### config.mk
export PLATFORM = sky130hd
export DESIGN_NAME = decode_instr_queue_flat
export DESIGN_NICKNAME = d
export VERILOG_FILES = /design/src/rtl/decode_instr_queue_if.sv /design/src/rtl/decode_instr_queue.sv /design/src/flat_wrapper.sv
export SDC_FILE = /design/constraint.sdc
export NUM_CORES = 1
export LEC_CHECK = 0
export BUFFER_PORTS_ARGS = -buffer_cell sky130_fd_sc_hd__buf_2
export CAP_MARGIN = 10
export CORE_ASPECT_RATIO = 1.75
export CORE_MARGIN = 8
export CORE_UTILIZATION = 45
export CTS_BUF_LIST = sky130_fd_sc_hd__clkbuf_4
export DETAILED_ROUTE_END_ITERATION = 10
export PLACE_DENSITY = 0.69
export SYNTH_ARGS = -nofsm -noshare
export SYNTH_HDL_FRONTEND = slang
export SYNTH_SLANG_ARGS = --single-unit
export TNS_END_PERCENT = 5
### constraint.sdc
create_clock -name clk -period 3.64 [get_ports clk]
set_input_delay 0.182 -clock clk [delete_from_list [all_inputs] [get_ports clk]]
set_output_delay 0.182 -clock clk [all_outputs]
set_load 0.01 [all_outputs]
### src/rtl/decode_instr_queue_if.sv
// ---------------------------------------------------------------------------
// decode_instr_queue_if
//   Bundle of every signal between fetch, the decode instruction queue and the
//   decoder. The queue itself connects through the 'slave' modport; whatever
//   drives fetch/decode traffic (a front end, or a bench) uses 'master'.
//
// Handshake rules:
//   Enqueue: fetch may present any set of enq_valid lanes. The whole packet is
//   taken on a rising edge when enq_ready=1; enq_ready depends only on the
//   registered occupancy. A packet offered while enq_ready=0 is dropped.
//   Dequeue: deq_valid is contiguous from lane 0. When deq_ready=1 on a rising
//   edge, every lane with deq_valid=1 is consumed. deq_ready with no valid
//   lanes does nothing. flush beats both enqueue and dequeue.
//
// Signals (widths in terms of the parameters):
//   flush                    1          discard all queued entries
//   enq_valid                ENQ_W      per-lane valid
//   enq_instr                ENQ_W*32   lane i at [32i+:32]
//   enq_is_sfb               ENQ_W      short-forward-branch tag
//   enq_xcpt_pf_if           ENQ_W      fetch page fault
//   enq_xcpt_ae_if           ENQ_W      fetch access fault
//   enq_bp_debug_if          ENQ_W      debug breakpoint hit
//   enq_bp_xcpt_if           ENQ_W      breakpoint exception hit
//   enq_ready                1          a full ENQ_W packet fits
//   io_interrupt             1          interrupt pending
//   io_interrupt_cause       XLEN       cause for the pending interrupt
//   deq_valid                DEQ_W      per-lane valid
//   deq_ready                1          decoder takes all valid lanes
//   deq_instr                DEQ_W*32   lane instruction
//   deq_is_sfb               DEQ_W      lane sfb tag
//   deq_exception            DEQ_W      lane raises an exception
//   deq_exc_cause            DEQ_W*XLEN lane cause, lane i at [XLEN*i+:XLEN]
//   count                    clog2(DEPTH+1) occupied entries
//   empty / full             1          count==0 / count==DEPTH
// ---------------------------------------------------------------------------
interface decode_instr_queue_if #(
    parameter int ENQ_W = 2,
    parameter int DEQ_W = 2,
    parameter int DEPTH = 8,
    parameter int XLEN  = 64
);
    localparam int CW = $clog2(DEPTH + 1);

    logic                    flush;
    logic [ENQ_W-1:0]        enq_valid;
    logic [ENQ_W*32-1:0]     enq_instr;
    logic [ENQ_W-1:0]        enq_is_sfb;
    logic [ENQ_W-1:0]        enq_xcpt_pf_if;
    logic [ENQ_W-1:0]        enq_xcpt_ae_if;
    logic [ENQ_W-1:0]        enq_bp_debug_if;
    logic [ENQ_W-1:0]        enq_bp_xcpt_if;
    logic                    enq_ready;
    logic                    io_interrupt;
    logic [XLEN-1:0]         io_interrupt_cause;
    logic [DEQ_W-1:0]        deq_valid;
    logic                    deq_ready;
    logic [DEQ_W*32-1:0]     deq_instr;
    logic [DEQ_W-1:0]        deq_is_sfb;
    logic [DEQ_W-1:0]        deq_exception;
    logic [DEQ_W*XLEN-1:0]   deq_exc_cause;
    logic [CW-1:0]           count;
    logic                    empty;
    logic                    full;

    modport master (
        output flush, enq_valid, enq_instr, enq_is_sfb, enq_xcpt_pf_if,
               enq_xcpt_ae_if, enq_bp_debug_if, enq_bp_xcpt_if,
               io_interrupt, io_interrupt_cause, deq_ready,
        input  enq_ready, deq_valid, deq_instr, deq_is_sfb, deq_exception,
               deq_exc_cause, count, empty, full
    );

    modport slave (
        input  flush, enq_valid, enq_instr, enq_is_sfb, enq_xcpt_pf_if,
               enq_xcpt_ae_if, enq_bp_debug_if, enq_bp_xcpt_if,
               io_interrupt, io_interrupt_cause, deq_ready,
        output enq_ready, deq_valid, deq_instr, deq_is_sfb, deq_exception,
               deq_exc_cause, count, empty, full
    );
endinterface

### src/rtl/decode_instr_queue.sv
// ---------------------------------------------------------------------------
// decode_instr_queue
//   Multi-lane circular instruction queue sitting between fetch and the
//   decoder. Takes up to ENQ_W instructions per cycle (with their front-end
//   fault/breakpoint bits), and presents up to DEQ_W in-order lanes to decode
//   with each lane's exception already resolved to a single flag + cause.
//   A pending interrupt is injected on lane 0 and narrows the packet to that
//   one lane.
//
// Ports:
//   clk    in  rising-edge clock
//   rstn   in  asynchronous active-low reset; drops every entry
//   q      slave modport of decode_instr_queue_if (enqueue, dequeue,
//          interrupt, flush and occupancy signals; see the interface)
//
// DEPTH must be a power of two (head/tail wrap by plain overflow) and at least
// 2; ENQ_W is 1..4 and DEQ_W is 1..DEPTH.
// ---------------------------------------------------------------------------
module decode_instr_queue #(
    parameter int ENQ_W = 2,
    parameter int DEQ_W = 2,
    parameter int DEPTH = 8,
    parameter int XLEN  = 64
) (
    input  logic                 clk,
    input  logic                 rstn,
    decode_instr_queue_if.slave  q
);

    localparam int PW = $clog2(DEPTH);
    localparam int CW = $clog2(DEPTH + 1);

    // Exception causes for front-end faults (RISC-V mcause encodings; 14 is
    // the value the core uses internally for a debug trigger).
    localparam logic [XLEN-1:0] CAUSE_DEBUG_TRIGGER  = XLEN'(14);
    localparam logic [XLEN-1:0] CAUSE_BREAKPOINT     = XLEN'(3);
    localparam logic [XLEN-1:0] CAUSE_FETCH_PAGE     = XLEN'(12);
    localparam logic [XLEN-1:0] CAUSE_FETCH_ACCESS   = XLEN'(1);

    // -----------------------------------------------------------------------
    // Storage. Entry contents are never reset: only head/tail/count decide
    // what is live, so stale data in free slots is harmless.
    // -----------------------------------------------------------------------
    logic [31:0]      mem_instr [DEPTH];
    logic [DEPTH-1:0] mem_sfb;
    logic [DEPTH-1:0] mem_pf;
    logic [DEPTH-1:0] mem_ae;
    logic [DEPTH-1:0] mem_bpd;
    logic [DEPTH-1:0] mem_bpx;

    logic [PW-1:0]    head;
    logic [PW-1:0]    tail;
    logic [CW-1:0]    count;

    // -----------------------------------------------------------------------
    // Enqueue side
    // -----------------------------------------------------------------------
    logic [PW-1:0]    enq_slot [ENQ_W];
    logic [CW-1:0]    n_enq;
    logic             do_enq;

    // Ready is judged from the registered count alone, so a packet is only
    // accepted when it fits even if the decoder takes nothing this cycle.
    assign q.enq_ready = ((DEPTH - int'(count)) >= ENQ_W);

    // Valid lanes are packed densely from tail: each lane's slot is tail plus
    // the number of valid lanes below it, so holes in enq_valid never leave
    // holes in the queue.
    always_comb begin : enq_compact
        n_enq = '0;
        for (int i = 0; i < ENQ_W; i++) begin
            enq_slot[i] = tail + n_enq[PW-1:0];
            if (q.enq_valid[i]) begin
                n_enq = n_enq + CW'(1);
            end
        end
    end

    assign do_enq = q.enq_ready && (|q.enq_valid) && !q.flush;

    always_ff @(posedge clk) begin : storage_write
        for (int i = 0; i < ENQ_W; i++) begin
            if (do_enq && q.enq_valid[i]) begin
                mem_instr[enq_slot[i]] <= q.enq_instr[32*i +: 32];
                mem_sfb[enq_slot[i]]   <= q.enq_is_sfb[i];
                mem_pf[enq_slot[i]]    <= q.enq_xcpt_pf_if[i];
                mem_ae[enq_slot[i]]    <= q.enq_xcpt_ae_if[i];
                mem_bpd[enq_slot[i]]   <= q.enq_bp_debug_if[i];
                mem_bpx[enq_slot[i]]   <= q.enq_bp_xcpt_if[i];
            end
        end
    end

    // -----------------------------------------------------------------------
    // Dequeue side: per-lane view of the head entries and their resolved
    // exception, before any packet masking.
    // -----------------------------------------------------------------------
    logic [PW-1:0]    deq_idx [DEQ_W];
    logic [DEQ_W-1:0] lane_live;
    logic [DEQ_W-1:0] lane_exc;
    logic [XLEN-1:0]  lane_cause [DEQ_W];

    always_comb begin : lane_resolve
        for (int j = 0; j < DEQ_W; j++) begin
            deq_idx[j]    = head + PW'(j);
            lane_live[j]  = (int'(count) > j);
            lane_exc[j]   = 1'b1;
            lane_cause[j] = '0;
            // An interrupt outranks anything the head instruction carries.
            if ((j == 0) && q.io_interrupt) begin
                lane_cause[j] = q.io_interrupt_cause;
            end else if (mem_bpd[deq_idx[j]]) begin
                lane_cause[j] = CAUSE_DEBUG_TRIGGER;
            end else if (mem_bpx[deq_idx[j]]) begin
                lane_cause[j] = CAUSE_BREAKPOINT;
            end else if (mem_pf[deq_idx[j]]) begin
                lane_cause[j] = CAUSE_FETCH_PAGE;
            end else if (mem_ae[deq_idx[j]]) begin
                lane_cause[j] = CAUSE_FETCH_ACCESS;
            end else begin
                lane_exc[j]   = 1'b0;
            end
        end
    end

    // -----------------------------------------------------------------------
    // Packet formation. A lane is offered only if every lane before it was
    // offered and none of them excepts, so a packet carries at most one
    // exception and it is always the last lane. An interrupt limits the
    // packet to lane 0 so the trap is taken on a precise boundary.
    // -----------------------------------------------------------------------
    logic             blocked;
    logic [CW-1:0]    n_deq;
    logic             do_deq;

    always_comb begin : lane_select
        blocked         = 1'b0;
        n_deq           = '0;
        q.deq_valid     = '0;
        q.deq_instr     = '0;
        q.deq_is_sfb    = '0;
        q.deq_exception = '0;
        q.deq_exc_cause = '0;
        for (int j = 0; j < DEQ_W; j++) begin
            if (lane_live[j] && !blocked && !(q.io_interrupt && (j != 0))) begin
                q.deq_valid[j]          = 1'b1;
                q.deq_instr[32*j +: 32] = mem_instr[deq_idx[j]];
                q.deq_is_sfb[j]         = mem_sfb[deq_idx[j]];
                if (lane_exc[j]) begin
                    q.deq_exception[j]              = 1'b1;
                    q.deq_exc_cause[XLEN*j +: XLEN] = lane_cause[j];
                    blocked                         = 1'b1;
                end
                n_deq = n_deq + CW'(1);
            end
        end
    end

    assign do_deq = q.deq_ready && (|q.deq_valid) && !q.flush;

    // -----------------------------------------------------------------------
    // Pointers and occupancy. count cannot overflow: enqueue only happens
    // when a whole ENQ_W packet fits in the pre-dequeue free space.
    // -----------------------------------------------------------------------
    logic [CW-1:0] enq_amt;
    logic [CW-1:0] deq_amt;

    assign enq_amt = do_enq ? n_enq : '0;
    assign deq_amt = do_deq ? n_deq : '0;

    always_ff @(posedge clk or negedge rstn) begin : ptr_regs
        if (!rstn) begin
            head  <= '0;
            tail  <= '0;
            count <= '0;
        end else if (q.flush) begin
            head  <= '0;
            tail  <= '0;
            count <= '0;
        end else begin
            tail  <= tail + enq_amt[PW-1:0];
            head  <= head + deq_amt[PW-1:0];
            count <= count + enq_amt - deq_amt;
        end
    end

    assign q.count = count;
    assign q.empty = (count == '0);
    assign q.full  = (int'(count) == DEPTH);

endmodule

### src/flat_wrapper.sv
// flat-port wrapper written by rule: the top's interface ports become plain ports
module decode_instr_queue_flat 
#(
    parameter int ENQ_W = 2,
    parameter int DEQ_W = 2,
    parameter int DEPTH = 8,
    parameter int XLEN  = 64
)
  (clk, rstn, q_flush, q_enq_valid, q_enq_instr, q_enq_is_sfb, q_enq_xcpt_pf_if, q_enq_xcpt_ae_if, q_enq_bp_debug_if, q_enq_bp_xcpt_if, q_io_interrupt, q_io_interrupt_cause, q_deq_ready, q_enq_ready, q_deq_valid, q_deq_instr, q_deq_is_sfb, q_deq_exception, q_deq_exc_cause, q_count, q_empty, q_full);
  decode_instr_queue_if #(.ENQ_W(ENQ_W), .DEQ_W(DEQ_W), .DEPTH(DEPTH), .XLEN(XLEN)) q_i ();
  input  logic clk;
  input  logic rstn;
  input wire logic [$bits(q_i.flush)-1:0] q_flush;
  input wire logic [$bits(q_i.enq_valid)-1:0] q_enq_valid;
  input wire logic [$bits(q_i.enq_instr)-1:0] q_enq_instr;
  input wire logic [$bits(q_i.enq_is_sfb)-1:0] q_enq_is_sfb;
  input wire logic [$bits(q_i.enq_xcpt_pf_if)-1:0] q_enq_xcpt_pf_if;
  input wire logic [$bits(q_i.enq_xcpt_ae_if)-1:0] q_enq_xcpt_ae_if;
  input wire logic [$bits(q_i.enq_bp_debug_if)-1:0] q_enq_bp_debug_if;
  input wire logic [$bits(q_i.enq_bp_xcpt_if)-1:0] q_enq_bp_xcpt_if;
  input wire logic [$bits(q_i.io_interrupt)-1:0] q_io_interrupt;
  input wire logic [$bits(q_i.io_interrupt_cause)-1:0] q_io_interrupt_cause;
  input wire logic [$bits(q_i.deq_ready)-1:0] q_deq_ready;
  output wire logic [$bits(q_i.enq_ready)-1:0] q_enq_ready;
  output wire logic [$bits(q_i.deq_valid)-1:0] q_deq_valid;
  output wire logic [$bits(q_i.deq_instr)-1:0] q_deq_instr;
  output wire logic [$bits(q_i.deq_is_sfb)-1:0] q_deq_is_sfb;
  output wire logic [$bits(q_i.deq_exception)-1:0] q_deq_exception;
  output wire logic [$bits(q_i.deq_exc_cause)-1:0] q_deq_exc_cause;
  output wire logic [$bits(q_i.count)-1:0] q_count;
  output wire logic [$bits(q_i.empty)-1:0] q_empty;
  output wire logic [$bits(q_i.full)-1:0] q_full;
  assign q_i.flush = q_flush;
  assign q_i.enq_valid = q_enq_valid;
  assign q_i.enq_instr = q_enq_instr;
  assign q_i.enq_is_sfb = q_enq_is_sfb;
  assign q_i.enq_xcpt_pf_if = q_enq_xcpt_pf_if;
  assign q_i.enq_xcpt_ae_if = q_enq_xcpt_ae_if;
  assign q_i.enq_bp_debug_if = q_enq_bp_debug_if;
  assign q_i.enq_bp_xcpt_if = q_enq_bp_xcpt_if;
  assign q_i.io_interrupt = q_io_interrupt;
  assign q_i.io_interrupt_cause = q_io_interrupt_cause;
  assign q_i.deq_ready = q_deq_ready;
  assign q_enq_ready = q_i.enq_ready;
  assign q_deq_valid = q_i.deq_valid;
  assign q_deq_instr = q_i.deq_instr;
  assign q_deq_is_sfb = q_i.deq_is_sfb;
  assign q_deq_exception = q_i.deq_exception;
  assign q_deq_exc_cause = q_i.deq_exc_cause;
  assign q_count = q_i.count;
  assign q_empty = q_i.empty;
  assign q_full = q_i.full;
  decode_instr_queue #(.ENQ_W(ENQ_W), .DEQ_W(DEQ_W), .DEPTH(DEPTH), .XLEN(XLEN)) u_core (.clk(clk), .rstn(rstn), .q(q_i));
endmodule
==> summary.md, run 1 <==
| Metric | Value |
|---|---|
| Die W | `172 um` |
| Vias in the first global route | `14865` |
| Leakage power | `9.40 nW` |
| Clock Skew | `33.6 ps` |
| H-tree depth | `3` |
| Worst endpoint data arrival time | `4190 ps` |
| Initial Util | `45.3%` |
| Yosys top cell by area | `edfxtp_1` |
| Cell area after layout | `23500 um2` |
| Register area share after synthesis | `45.6%` |
| Max-Cap Viols | `0` |
| RePlAce Congestion | `0.821` |
| Routed via count | `13945` |
| Reg clk slew, reported paths | `60 ps` |
| Pwr Density | `508 nW/um2` |
| Hold/Removal Path Class | `input port to register` |
| Worst Max-Slew Pin Slew | `1060 ps` |
| Mapped Cells | `1350` |
| Synth cell types | `43` |
| Sequential share of power | `37.0%` |
| First-pass iteration count of the detailed router | `5` |
| Largest net degree at the start of global routing | `64` |
| Area of the multi-input gates | `9730 um2` |
| Mapped Area | `19200 um2` |
| Period utilisation layout | `97.9%` |
| Pwr Total | `0.0119 W` |
| Sw Share | `33.3%` |
| Maximum operating frequency | `281 MHz` |
| CP Data Required Time | `4260 ps` |
| Worst slew margin | `29.4%` |
| Worst-skew pair later-pin latency | `750 ps` |
| Placed Cells | `2165` |
| First-pass GRT wire length | `89300 um` |
| Clk root buf | `clkbuf_4` |
| Number of flops mapped to enable cells by yosys | `256` |
| Synthesized flop and latch total | `306` |
| Syn avg cell area | `14.2 um2` |
| Dpl cell area | `21400 um2` |
| Max clock buf depth | `3` |
| Crit path kind | `register to register` |
| Most common cell in the netlist | `mux2_2` |
| Worst IR Drop VDD | `0.276 mV` |
| Share of the synthesized area in the top cell type | `40.1%` |
| P_int | `0.00795 W` |
| Post-Route WL | `61600 um` |
| Vias per inst | `5.80` |
| Most used DFF post-synth | `edfxtp_1` |
| P&R area growth vs syn | `22.5%` |
| Die area | `49700 um2` |
| TritonCTS clock tree | `done` |
| Post-synth top cells | `mux2_2 (260), edfxtp_1 (256), mux4_2 (147), nand2_1 (85), nor2_1 (67)` |
| Final Hold Slack | `170 ps` |
| # clock sinks | `306` |
| Final Max Tran Viols | `0` |
| Post-DRT Antenna Nets | `0` |
| Core Footprint | `42300 um2` |
| Period minus WS final | `3560 ps` |
| CP max FO | `6` |
| Setup TNS | `0 ps` |
| Synth warn | `0` |
| Fillcell total | `3508` |
| # setup viols final | `0` |
| CTS Buf Count | `74` |
| All-Layer GR Usage | `24.2%` |
| Row count | `100` |
| Drt initial violations | `932` |
| Chip Height | `289 um` |
| Power share of the clock group | `24.7%` |
| Drc violations | `0` |
| Share of layout cells above drive strength 1 | `51.5%` |
| DR WL/cell | `25.6 um` |
| RSZ-0062 raised after global routing | `yes` |
| Initial antenna violation count | `8` |
| Final net count | `1956` |
| HPWL Detailed | `41400 um` |
| Reg area | `8750 um2` |
| Outcome | `finished, final reports clean` |
| Ranking of synthesized cells by area | `edfxtp_1 (40%), mux4_2 (17%), mux2_2 (15%)` |
| FFs w/ async S/R, synth | `3.27%` |
| Combinational share of power | `38.3%` |
| Io pins | `350` |
| Launching element type of the critical path | `register` |
| Final Hold Fails | `0` |
| GRT overflow | `0` |
| Non-filler cells, final | `2405` |
| Sw Pwr | `0.00397 W` |
| CP endpoint kind | `register` |
| I/O Buffers | `289` |
cells in the final DEF, fill, tap and decap left out, types with 5 or more instances in the layout:
master and instances:
dfrtp_1 7, nor2b_1 7, diode_2 5, mux2_4 38, and3_1 63, ha_1 17
nand2_1 78, buf_4 52, mux2i_1 59, mux2_2 260, clkinv_1 12, inv_1 19
nor2_1 67, edfxtp_1 256, buf_12 15, nor3_1 6, clkbuf_4 105, nand2_2 6
nand4_1 12, dlygate4sd3_1 106, inv_2 5, dfxtp_1 40, buf_2 289, conb_1 60
mux4_2 147, a21oi_1 55
layout make-up:
type                       count  area share (%)
multi-input combinational    921            41.5
sequential                   306            37.3
timing repair buffer         466            13.8
clock buffer                 104            3.33
tap                          561            2.99
clock inverter                22           0.704
inverter                      20           0.320
antenna                        5          0.0533
power groups by stage:
stage / Sequential (W) / Combinational [W] / Clock, W
final: 0.00441 / 0.00456 / 0.00295
after global routing: 0.00444 / 0.00493 / 0.00315
after CTS: 0.00441 / 0.00458 / 0.00300
after detailed placement: 0.00449 / 0.00442 / 0
after global placement: 0.00446 / 0.00436 / 0
after floorplan: 0.00439 / 0.00298 / 0
state kept, by name, indices dropped and copies added (netlist names):
register	cells
u_core.mem_instr	256
u_core.mem_bpd	8
u_core.mem_bpx	8
u_core.mem_pf	8
u_core.tail	3
u_core.mem_ae	8
u_core.head	3
u_core.mem_sfb	8
u_core.q.count	4
layer usage:
metal / GRT usage (%) / part of all wire, % / up-vias
li1: - / - / 6061
met1: 23.8 / 33 / 7025
met2: 46.4 / 55 / 680
met3: 4.86 / 8.1 / 173
met4: 12.8 / 4.6 / 6
met5: 0 / 0.065 / -
kinds of logic (layout without fill, tap and decap cells):
kind of cell             Yosys count  after routing  share of synthesized area, %
AO/OA/AOI/OAI                     67             67                          1.90
XOR/XNOR                           8              8                         0.366
adder cells (fa/ha/maj)           22             22                          1.59
buffers and inverters            182            612                          5.28
flip-flops                       306            306                          45.6
multiplexers                     505            505                          38.7
other                              1             65                        0.0196
AND/OR/NAND/NOR                  259            259                          6.53
through the flow:
stage / util [%] / setup slack, ps
after floorplan: - / 19.4
after global placement: 50.5 / -39.9
after detailed placement: 50.5 / -27.9
after CTS: 55.3 / 17.1
after global routing: 55.5 / -120
final: 55.5 / 76.6
critical path, cell delays in order, from the launching register on:
cell and delay [ps]:
dfrtp_4 470, clkbuf_4 180, buf_4 180, mux2i_1 120
mux4_2 490, o2111a_2 200, nand2_4 80, inv_1 50
ha_1 170, nand3_1 100, inv_1 60, fa_1 490
inv_1 60, buf_4 130, fa_1 430, xnor2_1 170
nor2_1 60
timing repair:
action | in CTS | in global routing
buffers inserted | 0 | 3
hold endpoints to repair | 316 | 0
pin swaps | 0 | 2
hold buffers | 106 | 0
endpoints found under the setup margin | 48 | 9
resized for setup | 7 | 7
final timing paths:
| check | slack [ps] | cells after the start | endpoint | from |
|---|---|---|---|---|
| worst max-delay path | 80 | 16 | u_core.q.count[2]$_DFF_PN0_ | u_core.head[0]$_DFF_PN0_ |
| worst min-delay path | 170 | 6 | u_core.q.count[0]$_DFF_PN0_ | q_enq_valid[1] |
| worst max register to register | 80 | 16 | u_core.q.count[2]$_DFF_PN0_ | u_core.head[0]$_DFF_PN0_ |
| worst min register to register | 560 | 2 | u_core.mem_bpx[0]$_DFF_P_ | u_core.mem_bpx[0]$_DFF_P_ |
| max in group asynchronous | 2720 | 3 | u_core.head[1]$_DFF_PN0_ | rstn |
| min in group asynchronous | 480 | 3 | u_core.q.count[1]$_DFF_PN0_ | rstn |
(Power assumes the default switching activity.)
==> run 2, diff against run 1 <==
--- a/config.mk
+++ b/config.mk
@@ -5,6 +5,7 @@
 export SDC_FILE = /design/constraint.sdc
 export NUM_CORES = 1
 export LEC_CHECK = 0
+export ABC_AREA = 1
 export BUFFER_PORTS_ARGS = -buffer_cell sky130_fd_sc_hd__buf_2
 export CAP_MARGIN = 10
 export CORE_ASPECT_RATIO = 1.75
@@ -13,6 +14,7 @@
 export CTS_BUF_LIST = sky130_fd_sc_hd__clkbuf_4
 export DETAILED_ROUTE_END_ITERATION = 10
 export PLACE_DENSITY = 0.69
+export RECOVER_POWER = 50
 export SYNTH_ARGS = -nofsm -noshare
 export SYNTH_HDL_FRONTEND = slang
 export SYNTH_SLANG_ARGS = --single-unit
==> summary.md, run 2 <==
| Metric | Value |
|---|---|
| Outcome | `finished, final reports clean (unchanged)` |
| Synth warn | `0 (unchanged)` |
| CTS Buf Count | `73 (was 74)` |
| Worst-skew pair later-pin latency | `790 ps (was 750 ps)` |
| RePlAce Congestion | `0.941 (was 0.821)` |
| Final net count | `3212 (was 1956)` |
| Drt initial violations | `1760 (was 932)` |
| Hold path start | `q_enq_valid[1] (unchanged)` |
| Synth cell types | `35 (was 43)` |
| Io pins | `350 (unchanged)` |
| P&R area growth vs syn | `17.8% (was 22.5%)` |
| CP Data Required Time | `3460 ps (was 4260 ps)` |
| First-pass iteration count of the detailed router | `6 (was 5)` |
| Row count | `103 (was 100)` |
| Maximum operating frequency | `279 MHz (was 281 MHz)` |
| Die W | `177 um (was 172 um)` |
| Pwr Total | `0.0139 W (was 0.0119 W)` |
| HPWL Detailed | `47000 um (was 41400 um)` |
| Period minus WS final | `3590 ps (was 3560 ps)` |
| GRT overflow | `0 (unchanged)` |
| Mapped Cells | `2769 (was 1350)` |
| Reg2Reg Depth | `12 (was 16)` |
| I/O Buffers | `289 (unchanged)` |
| Final Max Tran Viols | `0 (unchanged)` |
| Commonest cells after routing, fill and taps aside | `nand2_1 (670), o21ai_0 (540), buf_2 (283) (was buf_2 (289), mux2_2 (260), edfxtp_1 (256))` |
| Cell area after layout | `24000 um2 (was 23500 um2)` |
| Pwr Density | `580 nW/um2 (was 508 nW/um2)` |
| H-tree depth | `3 (unchanged)` |
| Clk root buf | `clkbuf_4 (unchanged)` |
| # setup viols final | `0 (unchanged)` |
| Launching element type of the critical path | `register (unchanged)` |
| Initial Util | `45.4% (was 45.3%)` |
| Synthesized flop and latch total | `306 (unchanged)` |
| CP max FO | `77 (was 6)` |
| Reg clk slew, reported paths | `90 ps (was 60 ps)` |
| TritonCTS clock tree | `done (unchanged)` |
| Vias in the first global route | `20465 (was 14865)` |
| Post-DRT Antenna Nets | `0 (unchanged)` |
| Leakage power | `9.78 nW (was 9.40 nW)` |
| Period utilisation layout | `98.6% (was 97.9%)` |
| Dpl cell area | `21900 um2 (was 21400 um2)` |
| FFs w/ async S/R, synth | `3.27% (unchanged)` |
| CP endpoint kind | `primary output (was register)` |
| Routed via count | `21063 (was 13945)` |
| Chip Height | `297 um (was 289 um)` |
| Worst R2R Start | `u_core.q.count[1]$_DFF_PN0_ (was u_core.head[0]$_DFF_PN0_)` |
| Postcts setup bufs | `0 (unchanged)` |
| Max reg flops | `256 (unchanged)` |
| Crit path kind | `register to primary output (was register to register)` |
| Register area share after synthesis | `42.9% (was 45.6%)` |
| Mapped Area | `20400 um2 (was 19200 um2)` |
| Yosys top cell by area | `edfxtp_1 (unchanged)` |
| Ranking of synthesized cells by area | `edfxtp_1 (38%), o21ai_0 (13%), nand2_1 (12%) (was edfxtp_1 (40%), mux4_2 (17%), mux2_2 (15%))` |
| Worst endpoint data arrival time | `3410 ps (was 4190 ps)` |
| Worst Max-Slew Pin Slew | `792 ps (was 1060 ps)` |
| Worst r2r dst | `u_core.mem_instr[4][30]$_DFFE_PP_ (was u_core.q.count[2]$_DFF_PN0_)` |
| Worst IR Drop VDD | `1.12 mV (was 0.276 mV)` |
| Largest net degree at the start of global routing | `141 (was 64)` |
| Most common cell in the netlist | `nand2_1 (was mux2_2)` |
| Vias per inst | `5.73 (was 5.80)` |
| Drc violations | `0 (unchanged)` |
| Hold Path Sink | `u_core.mem_bpd[0]$_DFF_P_ (was u_core.q.count[0]$_DFF_PN0_)` |
| Max clock buf depth | `3 (unchanged)` |
| DR WL/cell | `20.2 um (was 25.6 um)` |
| Hold/Removal Path Class | `input port to register (unchanged)` |
| Core Footprint | `44800 um2 (was 42300 um2)` |
| Fillcell total | `4212 (was 3508)` |
| Clock Skew | `53.1 ps (was 33.6 ps)` |
| First-pass GRT wire length | `112000 um (was 89300 um)` |
| Number of flops mapped to enable cells by yosys | `256 (unchanged)` |
| Share of the synthesized area in the top cell type | `37.8% (was 40.1%)` |
| Initial antenna violation count | `5 (was 8)` |
| Worst slew margin | `47.2% (was 29.4%)` |
| All-Layer GR Usage | `27.2% (was 24.2%)` |
| Post-Route WL | `74400 um (was 61600 um)` |
| Most used DFF post-synth | `edfxtp_1 (unchanged)` |
| Max-Cap Viols | `0 (unchanged)` |
| Syn avg cell area | `7.35 um2 (was 14.2 um2)` |
| Final Hold Fails | `0 (unchanged)` |
| Post-synth top cells | `nand2_1 (670), o21ai_0 (548), edfxtp_1 (256), inv_1 (215), a21oi_1 (207) (was mux2_2 (260), edfxtp_1 (256), mux4_2 (147), nand2_1 (85), nor2_1 (67))` |
| Hold Path Cell Cnt | `5 (was 6)` |
| Setup TNS | `0 ps (unchanged)` |
| Die area | `52600 um2 (was 49700 um2)` |
| Most common cell after layout, fill and taps aside | `nand2_1 (was buf_2)` |
| Share of layout cells above drive strength 1 | `15.7% (was 51.5%)` |
| RSZ-0062 raised after global routing | `yes (unchanged)` |
| R2r setup slk | `200 ps (was 80 ps)` |
| # clock sinks | `306 (unchanged)` |
[run 2: cell types whose count changed after synthesis, moves of 150 or more]
| cell | previous run | this run |
|---|---|---|
| mux2_2 | 260 | 0 |
| o21ai_0 | 3 | 548 |
| inv_1 | 19 | 215 |
| nand3_1 | 1 | 175 |
| a21oi_1 | 57 | 207 |
| nand2_1 | 85 | 670 |
[run 2: per-layer routing]
layer	global-route usage (%)	vias to the layer above	part of all wire [%]
met1	28.8	9701	34
met2	48.2	1221	50
li1	-	9870	-
met5	0	-	0
met4	17.7	0	6.1
met3	5.06	271	9.3
[run 2: power by group]
part | leakage, nW | internal (W) | total (W) | switching (W)
logic | 6.47 | 0.00208 | 0.00642 | 0.00434
clock network | 0.539 | 0.00140 | 0.00291 | 0.00151
registers | 2.77 | 0.00423 | 0.00456 | 0.000335
[run 2: kinds of logic (layout without fill, tap and decap cells)]
| kind of cell | Yosys count | in the layout | synth area share, % |
|---|---|---|---|
| flops | 306 | 306 | 42.9 |
| other cells | 1 | 64 | 0.0184 |
| buf+inv | 539 | 806 | 12.2 |
| simple gates | 1035 | 1035 | 21.3 |
| fa+ha+maj | 22 | 22 | 1.50 |
| compound gates | 863 | 863 | 22.0 |
| xor+xnor | 3 | 3 | 0.129 |
[run 2: area by class of cell]
cell class                      count  area, um2  share of cell area [%]
Antenna cell                        4       10.0                  0.0418
Clock buffer                       97        728                    3.04
Clock inverter                     28        186                   0.778
Multi-Input combinational cell   1983       9470                    39.5
Sequential cell                   306       8750                    36.5
Timing Repair Buffer              453       3230                    13.5
Inverter                          228        867                    3.62
Tap cell                          577        722                    3.01
[run 2: worst max-delay path: stages (launching register included)]
cell and delay [ps]:
dfrtp_4 520, buf_12 340, ha_4 280, inv_1 90, buf_4 250, buf_4 310, a21oi_1 60, o21ai_0 90
nand3_1 100, a21oi_1 320, buf_2 210
[run 2: worst max-delay path by stage]
stage	from	end	slack (ps)	depth (start not counted)
2_1_floorplan	q_enq_valid[0]	u_core.mem_instr[0][0]$_DFFE_PP_	-50	9
3_3_place_gp	u_core.head[0]$_DFF_PN0_	q_deq_instr[24]	300	8
3_5_place_dp	u_core.head[0]$_DFF_PN0_	q_deq_instr[24]	220	8
4_1_cts	u_core.head[0]$_DFF_PN0_	q_deq_instr[51]	4	10
5_1_grt	u_core.head[1]$_DFF_PN0_	u_core.q.count[3]$_DFF_PN0_	-100	19
6_report	u_core.head[1]$_DFF_PN0_	q_deq_instr[51]	50	10
[run 2: repair_timing]
action / in CTS / in global routing
endpoints found under the setup margin: 55 / 48
hold endpoints to repair: 316 / 0
gates resized for setup: 11 / 9
hold buffers: 106 / 0
[run 2: metrics by stage]
step                      instances  utilization [%]  hold WS [ps]  setup WS (ps)
after floorplan                2828                -          -114          -45.3
final                          3676             53.4          94.4           51.3
after detailed placement       3441             48.9          74.2            220
after global routing           3676             53.4          66.5          -95.1
after global placement         3441             48.9          69.5            304
after CTS                      3672             53.4          27.7           3.78
==> run 3, diff against run 2 <==
--- a/config.mk
+++ b/config.mk
@@ -8,7 +8,7 @@
 export ABC_AREA = 1
 export BUFFER_PORTS_ARGS = -buffer_cell sky130_fd_sc_hd__buf_2
 export CAP_MARGIN = 10
-export CORE_ASPECT_RATIO = 1.75
+export CORE_ASPECT_RATIO = 1.4
 export CORE_MARGIN = 8
 export CORE_UTILIZATION = 45
 export CTS_BUF_LIST = sky130_fd_sc_hd__clkbuf_4
==> summary.md, run 3 (same netlist as run 2, synthesis figures left out) <==
| Metric | Value |
|---|---|
| CP max FO | `47 (was 77)` |
| GRT overflow | `0 (unchanged)` |
| Final core occ | `53.4% (about the same)` |
| Initial Util | `45.3% (was 45.4%)` |
| Final net count | `3214 (was 3212)` |
| Period utilisation layout | `96.6% (was 98.6%)` |
| Final Max Tran Viols | `0 (unchanged)` |
| Vias per inst | `5.79 (was 5.73)` |
| Hold/Removal Path Class | `input port to register (unchanged)` |
| Postcts setup bufs | `0 (unchanged)` |
| Crit path kind | `register to primary output (unchanged)` |
| I/O Buffers | `289 (unchanged)` |
| Max-Cap Viols | `0 (unchanged)` |
| Core Footprint | `44900 um2 (was 44800 um2)` |
| H-tree depth | `3 (unchanged)` |
| M1 wire length | `26500 um (was 25500 um)` |
| Die W | `196 um (was 177 um)` |
| Clk root buf | `clkbuf_4 (unchanged)` |
| RePlAce Congestion | `0.979 (was 0.941)` |
| Post-route setup slack | `124 ps (was 51.3 ps)` |
| # clock sinks | `306 (unchanged)` |
| Row count | `92 (was 103)` |
| Worst Max-Slew Pin Slew | `1030 ps (was 792 ps)` |
| First-pass GRT wire length | `112000 um (about the same)` |
| Reg clk slew, reported paths | `80 ps (was 90 ps)` |
| Critical path cell sequence | `buf_6 -> ha_4 -> buf_4 -> o21ai_0 -> o22ai_1 -> nand2_1 -> nand2_1 -> nand2_1 -> a21oi_1 -> buf_2 (was buf_12 -> ha_4 -> inv_1 -> buf_4 -> buf_4 -> a21oi_1 -> o21ai_0 -> nand3_1 -> a21oi_1 -> buf_2)` |
| Post-DRT Antenna Nets | `0 (unchanged)` |
| Commonest cells after routing, fill and taps aside | `nand2_1 (670), o21ai_0 (540), buf_2 (283) (unchanged)` |
| First-pass iteration count of the detailed router | `7 (was 6)` |
| P&R area growth vs syn | `17.9% (was 17.8%)` |
| Max clock buf depth | `3 (unchanged)` |
| Post-Route WL | `76100 um (was 74400 um)` |
| Initial antenna violation count | `5 (unchanged)` |
| # setup viols final | `0 (unchanged)` |
| Die area | `52400 um2 (was 52600 um2)` |
| Max reg flops | `256 (unchanged)` |
| Most common cell after layout, fill and taps aside | `nand2_1 (unchanged)` |
| Chip Height | `268 um (was 297 um)` |
| Leakage power | `9.83 nW (was 9.78 nW)` |
| Worst slew margin | `31.5% (was 47.2%)` |
| Cell area after layout | `24000 um2 (about the same)` |
| Io pins | `350 (unchanged)` |
| Clock Skew | `38.8 ps (was 53.1 ps)` |
| CP Data Required Time | `3460 ps (about the same)` |
| Launching element type of the critical path | `register (unchanged)` |
| Outcome | `finished, final reports clean (unchanged)` |
| Maximum operating frequency | `284 MHz (was 279 MHz)` |
| Crit path top cell by count | `nand2_1` |
| Final Hold Slack | `101 ps (was 94.4 ps)` |
| CP endpoint kind | `primary output (unchanged)` |
| All-Layer GR Usage | `27.3% (was 27.2%)` |
| Placement Setup Slack | `300 ps (was 220 ps)` |
| CTS Buf Count | `79 (was 73)` |
| Slowest CP cell | `dfrtp_4 (unchanged)` |
| Routed via count | `21247 (was 21063)` |
| Biggest cell delay along the critical path | `560 ps (was 520 ps)` |
| Worst endpoint data arrival time | `3330 ps (was 3410 ps)` |
| Drc violations | `0 (unchanged)` |
| Share of layout cells above drive strength 1 | `15.9% (was 15.7%)` |
| Worst IR Drop VDD | `0.427 mV (was 1.12 mV)` |
| Pwr Density | `587 nW/um2 (was 580 nW/um2)` |
| Dpl cell area | `21900 um2 (about the same)` |
| Largest net degree at the start of global routing | `260 (was 141)` |
| HPWL Detailed | `48700 um (was 47000 um)` |
| RSZ-0062 raised after global routing | `yes (unchanged)` |
| Top Layer Used | `met4 (unchanged)` |
| Met3 Routed Length | `7410 um (was 6890 um)` |
| Period minus WS final | `3520 ps (was 3590 ps)` |
| Worst-skew pair later-pin latency | `770 ps (was 790 ps)` |
| TritonCTS clock tree | `done (unchanged)` |
| Drt initial violations | `1907 (was 1760)` |
| DR WL/cell | `20.7 um (was 20.2 um)` |
| Vias in the first global route | `19976 (was 20465)` |
| Pwr Total | `0.0141 W (was 0.0139 W)` |
| Routed length on met2 | `37900 um (was 37500 um)` |
| Final Hold Fails | `0 (unchanged)` |
[run 3: through the flow]
step           setup TNS [ps]  std cells
6_report                    0       3671
5_1_grt                  -270       3670
4_1_cts                     0       3667
3_5_place_dp                0       3424
3_3_place_gp                0       3424
2_1_floorplan          -11590       2828
[run 3: path summary, 6_finish.rpt]
path / start / endpoint / slack, ps / cells after the start
min in group asynchronous: rstn / u_core.head[0]$_DFF_PN0_ / 610 / 3
setup reg to reg: u_core.head[0]$_DFF_PN0_ / u_core.q.count[3]$_DFF_PN0_ / 220 / 20
max in group asynchronous: rstn / u_core.head[1]$_DFF_PN0_ / 2610 / 3
hold / removal: q_enq_xcpt_ae_if[0] / u_core.mem_ae[4]$_DFF_P_ / 100 / 7
hold reg to reg: u_core.mem_pf[5]$_DFF_P_ / u_core.mem_pf[5]$_DFF_P_ / 580 / 4
setup / recovery: u_core.head[1]$_DFF_PN0_ / q_deq_exc_cause[67] / 120 / 10
[run 3: where the power goes]
group          internal [W]  switching, W
sequential          0.00423      0.000298
combinational       0.00208       0.00446
clock               0.00154       0.00147
[run 3: timing repair]
action                                  CTS  global route
hold buffers                            105             0
endpoints found under the setup margin    6            19
hold endpoints to repair                316             0
cloned                                    0             1
gates resized for setup                   2             2
[run 3: final cells by class]
cell class	count	area (um2)
Multi-Input combinational cell	1983	9470
Inverter	228	868
Timing Repair Buffer	449	3200
Clock buffer	110	826
Fill cell	4265	20900
Sequential cell	306	8750
Clock inverter	28	169
Tap cell	564	706
Antenna cell	3	7.51
[run 3: critical path, delay by kind of cell, from the launching register on]
kind            cells  cell delay (ps)
compound gates      3              710
flops               1              560
simple gates        3              260
buf+inv             3              690
fa+ha+maj           1              350
[run 3: layer usage]
| metal | track usage [%] | up-vias |
|---|---|---|
| met3 | 4.64 | 240 |
| met2 | 49.0 | 1292 |
| li1 | - | 9873 |
| met4 | 18.0 | 0 |
| met5 | 0 | - |
| met1 | 29.2 | 9842 |
